`src/rtl/params_pkg.sv`:
```
// -----------------------------------------------------------------------------
// params_pkg
// Shared definitions for the multi-cycle core control path:
//   - datapath / instruction widths and the CONST4 increment
//   - RV32I major opcode values driven to the ALU
//   - controller state, ALU operand-select and write-back-select encodings
//   - is_exec_opcode(): opcodes that take the generic EXEC path after DECODE
// -----------------------------------------------------------------------------
package params_pkg;

    localparam int DATA_WIDTH  = 32;
    localparam int INSTR_WIDTH = 32;

    localparam logic [DATA_WIDTH-1:0] CONST4 = 32'd4;

    // Major opcodes (instr[6:0])
    localparam logic [6:0] OPC_R      = 7'b0110011;
    localparam logic [6:0] OPC_IMM    = 7'b0010011;
    localparam logic [6:0] OPC_LOAD   = 7'b0000011;
    localparam logic [6:0] OPC_STORE  = 7'b0100011;
    localparam logic [6:0] OPC_LUI    = 7'b0110111;
    localparam logic [6:0] OPC_AUIPC  = 7'b0010111;
    localparam logic [6:0] OPC_BRANCH = 7'b1100011;
    localparam logic [6:0] OPC_JAL    = 7'b1101111;

    typedef enum logic [3:0] {
        ST_RESET  = 4'd0,
        ST_FETCH  = 4'd1,
        ST_DECODE = 4'd2,
        ST_EXEC   = 4'd3,
        ST_MEM_RD = 4'd4,
        ST_MEM_WR = 4'd5,
        ST_WB     = 4'd6,
        ST_WB_MEM = 4'd7,
        ST_BR     = 4'd8,
        ST_JMP    = 4'd9,
        ST_TRAP   = 4'd10
    } ctrl_state_e;

    typedef enum logic [1:0] {
        A_PC     = 2'b00,
        A_OLD_PC = 2'b01,
        A_RS1    = 2'b10,
        A_ZERO   = 2'b11
    } alu_a_sel_e;

    typedef enum logic [1:0] {
        B_RS2    = 2'b00,
        B_IMM    = 2'b01,
        B_CONST4 = 2'b10
    } alu_b_sel_e;

    typedef enum logic [1:0] {
        WB_ALUOUT = 2'b00,
        WB_MEMDAT = 2'b01,
        WB_PC     = 2'b10
    } wb_sel_e;

    // Opcodes that go DECODE -> EXEC
    function automatic logic is_exec_opcode(input logic [6:0] op);
        logic r;
        case (op)
            OPC_R, OPC_IMM, OPC_LOAD, OPC_STORE, OPC_LUI, OPC_AUIPC: r = 1'b1;
            default:                                                 r = 1'b0;
        endcase
        return r;
    endfunction

endpackage

```
`src/rtl/branch_cond.sv`:
```
// -----------------------------------------------------------------------------
// branch_cond
// Purely combinational branch resolution from the ALU flags.
// Ports:
//   funct3_i [2:0]  branch funct3 (BEQ/BNE/BLT/BGE supported)
//   zero_i          ALU is_zero (rs1 == rs2)
//   less_i          ALU is_less (signed rs1 < rs2)
//   taken_o         branch condition holds
//   valid_o         funct3 names a supported branch; taken_o is 0 otherwise
// -----------------------------------------------------------------------------
module branch_cond (
    input  logic [2:0] funct3_i,
    input  logic       zero_i,
    input  logic       less_i,
    output logic       taken_o,
    output logic       valid_o
);

    // Decode funct3 into a condition on the flags
    always_comb begin
        taken_o = 1'b0;
        valid_o = 1'b1;
        case (funct3_i)
            3'b000:  taken_o = zero_i;
            3'b001:  taken_o = ~zero_i;
            3'b100:  taken_o = less_i;
            3'b101:  taken_o = ~less_i;
            default: valid_o = 1'b0;
        endcase
    end

endmodule

```
`src/rtl/multicycle_ctrl.sv`:
```
// -----------------------------------------------------------------------------
// multicycle_ctrl
// Multi-cycle control FSM: FETCH / DECODE / EXEC / MEM / WB sequencing, ALU
// operation and operand selection, datapath enables, branch resolution.
// Outputs are decoded combinationally from the registered state, instr_i and
// mem_valid_i; in RESET every output is 0.
//
// Ports:
//   clk_i, rst_i (async, active-high)
//   instr_i [31:0]        instruction register contents
//   mem_valid_i           memory completed current request
//   alu_zero_i/alu_less_i ALU flags for branch resolution
//   mem_req_o, mem_we_o, mem_addr_sel_o (0 PC, 1 ALUOut)
//   ir_we_o, pc_we_o, pc_sel_o (0 ALU result, 1 ALUOut), rf_we_o
//   wb_sel_o [1:0]        00 ALUOut, 01 mem data, 10 PC
//   alu_opcode_o/alu_funct3_o/alu_funct7_o  ALU operation
//   alu_a_sel_o [1:0]     00 PC, 01 OLD_PC, 10 RS1, 11 ZERO
//   alu_b_sel_o [1:0]     00 RS2, 01 IMM, 10 CONST4
//   illegal_o             sticky illegal-instruction flag (TRAP until reset)
//
// Optional feature (macro CTRL_PERF_CNT_EN): adds instret_o [31:0], a
// retired-instruction counter bumped on every return to FETCH from
// WB, WB_MEM, MEM_WR, BR or JMP.
// -----------------------------------------------------------------------------
module multicycle_ctrl
    import params_pkg::*;
#(
    parameter int INSTR_W = params_pkg::INSTR_WIDTH
) (
    input  logic               clk_i,
    input  logic               rst_i,
    input  logic [INSTR_W-1:0] instr_i,
    input  logic               mem_valid_i,
    input  logic               alu_zero_i,
    input  logic               alu_less_i,
    output logic               mem_req_o,
    output logic               mem_we_o,
    output logic               mem_addr_sel_o,
    output logic               ir_we_o,
    output logic               pc_we_o,
    output logic               pc_sel_o,
    output logic               rf_we_o,
    output logic [1:0]         wb_sel_o,
    output logic [6:0]         alu_opcode_o,
    output logic [2:0]         alu_funct3_o,
    output logic [6:0]         alu_funct7_o,
    output logic [1:0]         alu_a_sel_o,
    output logic [1:0]         alu_b_sel_o,
    output logic               illegal_o
`ifdef CTRL_PERF_CNT_EN
    ,
    output logic [31:0]        instret_o
`endif
);

    ctrl_state_e state_q;
    ctrl_state_e state_d;

    logic [6:0] opcode_s;
    logic [2:0] funct3_s;
    logic [6:0] funct7_s;
    logic       br_taken_s;
    logic       br_valid_s;
    logic       unused_instr_s;

    assign opcode_s = instr_i[6:0];
    assign funct3_s = instr_i[14:12];
    assign funct7_s = instr_i[31:25];

    // Register fields are consumed by the datapath, not by the controller
    assign unused_instr_s = ^{instr_i[24:15], instr_i[11:7]};

    branch_cond u_branch_cond (
        .funct3_i (funct3_s),
        .zero_i   (alu_zero_i),
        .less_i   (alu_less_i),
        .taken_o  (br_taken_s),
        .valid_o  (br_valid_s)
    );

    // State register; reset aborts any instruction in flight
    always_ff @(posedge clk_i or posedge rst_i) begin
        if (rst_i) begin
            state_q <= ST_RESET;
        end else begin
            state_q <= state_d;
        end
    end

    // Next-state and output decode
    always_comb begin
        state_d        = state_q;
        mem_req_o      = 1'b0;
        mem_we_o       = 1'b0;
        mem_addr_sel_o = 1'b0;
        ir_we_o        = 1'b0;
        pc_we_o        = 1'b0;
        pc_sel_o       = 1'b0;
        rf_we_o        = 1'b0;
        wb_sel_o       = WB_ALUOUT;
        alu_opcode_o   = 7'd0;
        alu_funct3_o   = 3'd0;
        alu_funct7_o   = 7'd0;
        alu_a_sel_o    = A_PC;
        alu_b_sel_o    = B_RS2;
        illegal_o      = 1'b0;

        case (state_q)
            ST_RESET: begin
                state_d = ST_FETCH;
            end

            ST_FETCH: begin
                mem_req_o = 1'b1;
                if (mem_valid_i) begin
                    // Latch IR and advance PC to PC+4 in the same cycle
                    ir_we_o      = 1'b1;
                    pc_we_o      = 1'b1;
                    alu_opcode_o = OPC_AUIPC;
                    alu_a_sel_o  = A_PC;
                    alu_b_sel_o  = B_CONST4;
                    state_d      = ST_DECODE;
                end else begin
                    state_d = ST_FETCH;
                end
            end

            ST_DECODE: begin
                // Speculatively compute the branch/JAL target into ALUOut
                alu_opcode_o = OPC_AUIPC;
                alu_a_sel_o  = A_OLD_PC;
                alu_b_sel_o  = B_IMM;
                if (is_exec_opcode(opcode_s)) begin
                    state_d = ST_EXEC;
                end else if (opcode_s == OPC_BRANCH) begin
                    state_d = ST_BR;
                end else if (opcode_s == OPC_JAL) begin
                    state_d = ST_JMP;
                end else begin
                    state_d = ST_TRAP;
                end
            end

            ST_EXEC: begin
                alu_opcode_o = opcode_s;
                alu_funct3_o = funct3_s;
                alu_funct7_o = funct7_s;
                if (opcode_s == OPC_LUI) begin
                    alu_a_sel_o = A_ZERO;
                end else if (opcode_s == OPC_AUIPC) begin
                    alu_a_sel_o = A_OLD_PC;
                end else begin
                    alu_a_sel_o = A_RS1;
                end
                if (opcode_s == OPC_R) begin
                    alu_b_sel_o = B_RS2;
                end else begin
                    alu_b_sel_o = B_IMM;
                end
                if (opcode_s == OPC_LOAD) begin
                    state_d = ST_MEM_RD;
                end else if (opcode_s == OPC_STORE) begin
                    state_d = ST_MEM_WR;
                end else begin
                    state_d = ST_WB;
                end
            end

            ST_MEM_RD: begin
                mem_req_o      = 1'b1;
                mem_addr_sel_o = 1'b1;
                if (mem_valid_i) begin
                    state_d = ST_WB_MEM;
                end else begin
                    state_d = ST_MEM_RD;
                end
            end

            ST_MEM_WR: begin
                mem_req_o      = 1'b1;
                mem_we_o       = 1'b1;
                mem_addr_sel_o = 1'b1;
                if (mem_valid_i) begin
                    state_d = ST_FETCH;
                end else begin
                    state_d = ST_MEM_WR;
                end
            end

            ST_WB: begin
                rf_we_o  = 1'b1;
                wb_sel_o = WB_ALUOUT;
                state_d  = ST_FETCH;
            end

            ST_WB_MEM: begin
                rf_we_o  = 1'b1;
                wb_sel_o = WB_MEMDAT;
                state_d  = ST_FETCH;
            end

            ST_BR: begin
                alu_opcode_o = OPC_BRANCH;
                alu_funct3_o = funct3_s;
                alu_a_sel_o  = A_RS1;
                alu_b_sel_o  = B_RS2;
                pc_sel_o     = 1'b1;
                // An unsupported funct3 must not redirect the PC
                if (br_valid_s) begin
                    pc_we_o = br_taken_s;
                    state_d = ST_FETCH;
                end else begin
                    pc_we_o = 1'b0;
                    state_d = ST_TRAP;
                end
            end

            ST_JMP: begin
                rf_we_o  = 1'b1;
                wb_sel_o = WB_PC;
                pc_we_o  = 1'b1;
                pc_sel_o = 1'b1;
                state_d  = ST_FETCH;
            end

            ST_TRAP: begin
                illegal_o = 1'b1;
                state_d   = ST_TRAP;
            end

            default: begin
                // Corrupted state encoding: park in TRAP and flag it
                illegal_o = 1'b1;
                state_d   = ST_TRAP;
            end
        endcase
    end

`ifdef CTRL_PERF_CNT_EN
    logic [31:0] instret_q;
    logic [31:0] instret_d;
    logic        retire_s;

    // An instruction retires when a completing state hands back to FETCH
    assign retire_s = (state_d == ST_FETCH) &&
                      ((state_q == ST_WB) || (state_q == ST_WB_MEM) ||
                       (state_q == ST_MEM_WR) || (state_q == ST_BR) ||
                       (state_q == ST_JMP));

    // Counter increment, wrapping naturally at 2^32
    always_comb begin
        if (retire_s) begin
            instret_d = instret_q + 32'd1;
        end else begin
            instret_d = instret_q;
        end
    end

    // Retired-instruction counter register
    always_ff @(posedge clk_i or posedge rst_i) begin
        if (rst_i) begin
            instret_q <= 32'd0;
        end else begin
            instret_q <= instret_d;
        end
    end

    assign instret_o = instret_q;
`else
    // Retired-instruction counter not built
`endif

endmodule

```
`config.mk`:
```
export PLATFORM = sky130hd
export DESIGN_NAME = multicycle_ctrl
export DESIGN_NICKNAME = d
export VERILOG_FILES = /design/src/rtl/params_pkg.sv /design/src/rtl/branch_cond.sv /design/src/rtl/multicycle_ctrl.sv
export SDC_FILE = /design/constraint.sdc
export NUM_CORES = 1
export LEC_CHECK = 0
export BUFFER_PORTS_ARGS = -buffer_cell sky130_fd_sc_hd__buf_2
export CAP_MARGIN = 20
export CORE_ASPECT_RATIO = 0.9
export CORE_MARGIN = 1.5
export CORE_UTILIZATION = 38
export CTS_CLUSTER_SIZE = 10
export DETAILED_ROUTE_END_ITERATION = 8
export GPL_TIMING_DRIVEN = 1
export PLACE_DENSITY = 0.85
export SETUP_SLACK_MARGIN = 0.02
export SLEW_MARGIN = 40
export SYNTH_ARGS = -nofsm -noshare
export SYNTH_HDL_FRONTEND = slang
export SYNTH_SLANG_ARGS = --single-unit
```
`constraint.sdc`:
```
create_clock -name clk_i -period 2.14 [get_ports clk_i]
set_clock_uncertainty 0.05 [all_clocks]
set_input_delay 0.214 -clock clk_i [delete_from_list [all_inputs] [get_ports clk_i]]
set_output_delay 0.214 -clock clk_i [all_outputs]
set_load 0.02 [all_outputs]
```
# Word level (Yosys, flattened, before mapping)
# Index checks and enable logic that the tools add are counted.
# word_totals
register_bits	4
n_memories	0
out_inout_bits	31
romBits	0
latchBits	0
input_bits	37
ramBits	0
# op_classes
muxes	35
eq_ne	20
add_sub_neg	0
reduce_logical	11
multipliers	0
n_shift	0
n_bitwise	2
magnitude_cmp	0
n_div	0
# op_table
operator	n
4-bit case mux with 7 select lines	1
7-bit case mux with 4 select lines	1
7-bit by 6-bit equality test with 1-bit output (second input constant)	3
2-bit 2-to-1 mux	9
4-bit by 3-bit equality test with 1-bit output (second input constant)	4
7-bit by 5-bit equality test with 1-bit output (second input constant)	2
7-bit equality test (second input constant)	2
1-bit 2-to-1 mux	13
2-bit case mux with 3 select lines	2
10-bit OR reduction	1
4-bit by 2-bit equality test with 1-bit output (second input constant)	2
4-bit equality test (second input constant)	2
4-bit 2-to-1 mux	2
4-bit OR reduction	2
7-bit by 2-bit equality test with 1-bit output (second input constant)	1
7-bit 2-to-1 mux	1
3-bit equality test (second input constant)	2
3-bit 2-to-1 mux	2
2-bit OR reduction	3
3-bit OR reduction	2
6-bit OR reduction	1
5-bit 2-to-1 mux	1
4-bit by 1-bit equality test with 1-bit output (second input constant)	1
4-bit zero test	1
6 further kinds	7

# Logic depth before layout (Yosys ltp)
# logic_depth
word_depth	6
ltp_mapped	6
ltp_nobuf	4

# Modules after synthesis
# Synthesis repeated with hierarchy kept, for this count alone.
# unflattened
cells_unflattened	109
hier_area_um2	715.7
# by_module_without_submodules
mod	instances	cells_per_inst	seq_area_each_um2	area_per_inst_um2
multicycle_ctrl	1	104	100.1	679.4
branch_cond	1	5	0.0	36.3

# Least setup slack after synthesis
# Ideal clock, no wire load.
# synth_timing
kind	reg2out
startpoint	register state_q[1]
endpoint	output port rf_we_o
required_time_ps	1876
setup_slack_ps	494
n_path_buf	1
stages_incl_launch_ff	6
arrival_ps	1382
cell_sequence	dfrtp_1 > buf_2 > nor2_1 > nand2_1 > nor2_1 > a31o_2
# synth_via
elab_chain_len	3
# synth_lines
item	line	source
from (decl)	multicycle_ctrl.sv:56	ctrl_state_e state_q;
from (signal assigned)	multicycle_ctrl.sv:86	state_q <= state_d;
4-bit equality test / 4-bit by 3-bit equality test with 1-bit output (equally long branches)	multicycle_ctrl.sv:108	case (state_q)
3-bit OR reduction (no source line) (*)	n/a	
1-bit 2-to-1 mux (*)	multicycle_ctrl.sv:108	
to (decl)	multicycle_ctrl.sv:42	output logic rf_we_o,
# Mark *: on every way between the ends. The rest lies on a longest branch, timed or not.

# Worst setup path after layout
# layout_timing
startpoint	register state_q[0]
endpoint	output port alu_funct3_o[1]
# layout_via
elab_chain_len	3
# layout_lines
item	line	source
4-bit equality test / 4-bit by 2-bit equality test with 1-bit output (equally long branches)	multicycle_ctrl.sv:108	
2-bit OR reduction (no source line) (*)	n/a	
3-bit 2-to-1 mux (*)	multicycle_ctrl.sv:108	
to (decl)	multicycle_ctrl.sv:45	output logic [2:0] alu_funct3_o,
# Marks and branches as above.

==> summary.md <==
| Metric | Value |
|---|---|
| Kind of cell adding the most delay to the critical path | simple AND/OR/NAND/NOR gates |
| CP endpoint kind | primary output |
| Number of port buffers | 52 |
| Sum Neg Setup Slack | 0 ps |
| Final core utilization | 59.6% |
| RSZ-0062 raised after global routing | false |
| Slew HR | 69.7% |
| Vias per std cell | 5.47 |
| # diodes | 0 |
| Largest cells by area after synthesis | dfrtp_1 (15%), and2_1 (10%), nor2_1 (8.4%) |
| Min Tclk post-route | 1930 ps |
| Clk sinks | 4 |
| DIE HEIGHT | 42.9 µm |
| Combinational share of power | 21.6% |
| Critical path class | reg2out |
| Total CTS buffers | 3 |
| Via count | 990 |
| Setup bufs post-CTS | 0 |
| Area Overhead vs Synth | 47.7% |
| Post-synth top area cell | dfrtp_1 |
| Initial antenna violation count | 0 |
| Post-synthesis average cell area | 6.46 µm² |
| Max VDD drop | 0.280 mV |
| Worst EP required | 1880 ps |
| CORE AREA | 1660 µm² |
| Layout cells sized above 1 | 38.9% |
| Post-route ant nets | 0 |
| DRT Wirelength | 2.14 mm |
| Fin. max-slew vios | 0 |
| Sequential-to-total area share from yosys stat | 14.9% |
| First-pass GRT wire length | 3.12 mm |
| DR DRC count | 0 |
| Main flop type after synthesis | dfrtp_1 |
| Crit-path max cell delay | 500 ps |
| Bufs and invs on worst path | 1 |
| Max Freq | 518 MHz |
| Switching power | 49.9 µW |
| Async set or reset register ratio after synthesis | 100% |
| Setup Viol. Count Final | 0 |
| All-Layer GR Usage | 20.6% |
| Power Density | 213 nW/µm² |
| Final Cycle Share | 90.2% |
| Post-Syn Area | 672 µm² |
| Final GP Congestion | 0.816 |
| Crit path max-delay cell type | dfrtp_1 |
| Status | finished clean |
| Switching share of power | 23.6% |
| Clk buf depth | 2 |
| CP Launch Type | register |
| Count of different cell masters after synthesis | 37 |
| Drt first pass iters | 4 |
| Post-synth top area share | 14.9% |
| Hold Crit Class | in2reg |
| Largest net degree at the start of global routing | 17 |
| Most common library cells after synthesis | nor2_1 (15), and2_1 (11), o21ai_0 (9), nand2_1 (8), a21oi_1 (6) |
| Largest registers | state_q x4 |
| Flops & latches, synth | 4 |
| EDFF count, synth | 0 |
| CTS clk-pin slew, worst paths | 40 ps |
| Vias in the first global route | 782 |
| Max-Cap Viols | 0 |
| Initial Utilization | 40.4% |
| Reg power frac | 36.1% |
| Final nets | 196 |
| Total gr overflow | 0 |
| Crit-path cells | or3_1 > a21oi_1 > and2_1 > buf_2 |
| Synthesized instance count | 104 |
| H-tree lvl count | 1 |
| Num rows | 14 |
| Crit path arrival time | 1670 ps |
| Worst Path Max Fanout | 12 |
| Syn Nets | 141 |
| Count leader, synth | nor2_1 |
| Die ar. | 2030 µm² |
| Final Hold Viols | 0 |
| Die width | 47.3 µm |
| Clock share of power | 42.3% |
| CTS tree | built |
| Initial drt markers | 39 |
| Register name with the most flops | state_q |
| Synth warn | 0 |
| Worst-margin pin slew | 455 ps |
| Placed wire-length estimate | 1.68 mm |
| Clk_lat worst skew | 230 ps |
| Fill cell count | 155 |
| Max reg flops | 4 |
| Top-Level Pins | 68 |
| Root buffer cell | clkbuf_4 |
| Internal power | 161 µW |
| Post-DR wirelength/cell | 11.8 µm |
| Leakage power total | 0.000547 µW |
[final timing paths]
kind / startpoint / depth (start not counted) / slack [ps] / to
max in group asynchronous: rst_i / 3 / 1540 / state_q[1]
setup / recovery: state_q[0] / 4 / 210 / alu_funct3_o[1]
hold / removal: instr_i[13] / 3 / 310 / state_q[3]
min in group asynchronous: rst_i / 3 / 350 / state_q[0]
setup reg to reg: state_q[0] / 4 / 570 / state_q[1]
hold reg to reg: state_q[3] / 2 / 590 / state_q[2]
[layer usage]
metal | up-vias | routed length (µm) | GRT usage, %
met2 | 58 | 1050 | 35.1
met5 | - | 0 | 0
met3 | 2 | 191 | 1.70
li1 | 487 | - | -
met4 | 0 | 18 | 8.33
met1 | 443 | 879 | 25.5
[cell type report]
cell class / instances / area (µm²) / share of cell area (%)
inverter: 5 / 18.8 / 1.89
clock buffer: 3 / 22.5 / 2.27
sequential: 4 / 101 / 10.2
tap: 24 / 30.0 / 3.03
multi-input combinational: 88 / 519 / 52.3
timing repair buffer: 57 / 300 / 30.3
[kinds of logic after synthesis]
group | after synthesis | synth area share (%)
AOI/OAI and AO/OA | 30 | 29.4
xor gates and xnor gates | 3 | 3.91
buffers and inverters | 12 | 7.82
DFF | 4 | 14.9
muxes | 1 | 1.49
and+or+nand+nor | 54 | 42.5
[through the flow]
stage	setup WS (ps)	std cells	area [µm²]	hold WS, ps	total power, µW
after global placement	438	177	958	43.3	120
final	209	181	992	307	211
after floorplan	494	104	672	-69.9	91.3
after CTS	161	181	991	299	218
after detailed placement	412	177	958	46.0	121
after global routing	32.0	181	992	320	225
[timing repair]
item,CTS,global route
endpoints found under the setup margin,0,1
hold buffers,1,0
gates resized for setup,0,1
hold endpoints to repair,4,0
[placed cells by master, fill, tap and decap left out, types with 2 or more instances in the layout]
cell	n
buf_2	52
clkbuf_4	3
or4_1	3
nand2_1	8
a21boi_0	2
dfrtp_1	3
nor3_1	5
and2_1	11
o21ai_0	9
nor2b_1	2
xor2_1	2
buf_4	4
inv_1	5
nor2_1	15
or3_1	2
a21o_1	2
a21oi_1	6
nand3b_1	2
[power by group through the flow]
stage                     sequential [µW]  combinational, µW  clock (µW)
after global placement               77.0               42.6           0
after CTS                            76.1               45.4        96.3
after floorplan                      77.0               14.3           0
final                                76.1               45.6        89.4
after detailed placement             77.0               43.7           0
after global routing                 76.0               51.2        98.2
[worst min-delay path: stages]
cell     delay (ps)
buf_2           110
a32oi_1          50
o22ai_1         150
Power figures use the tool's default switching activity.
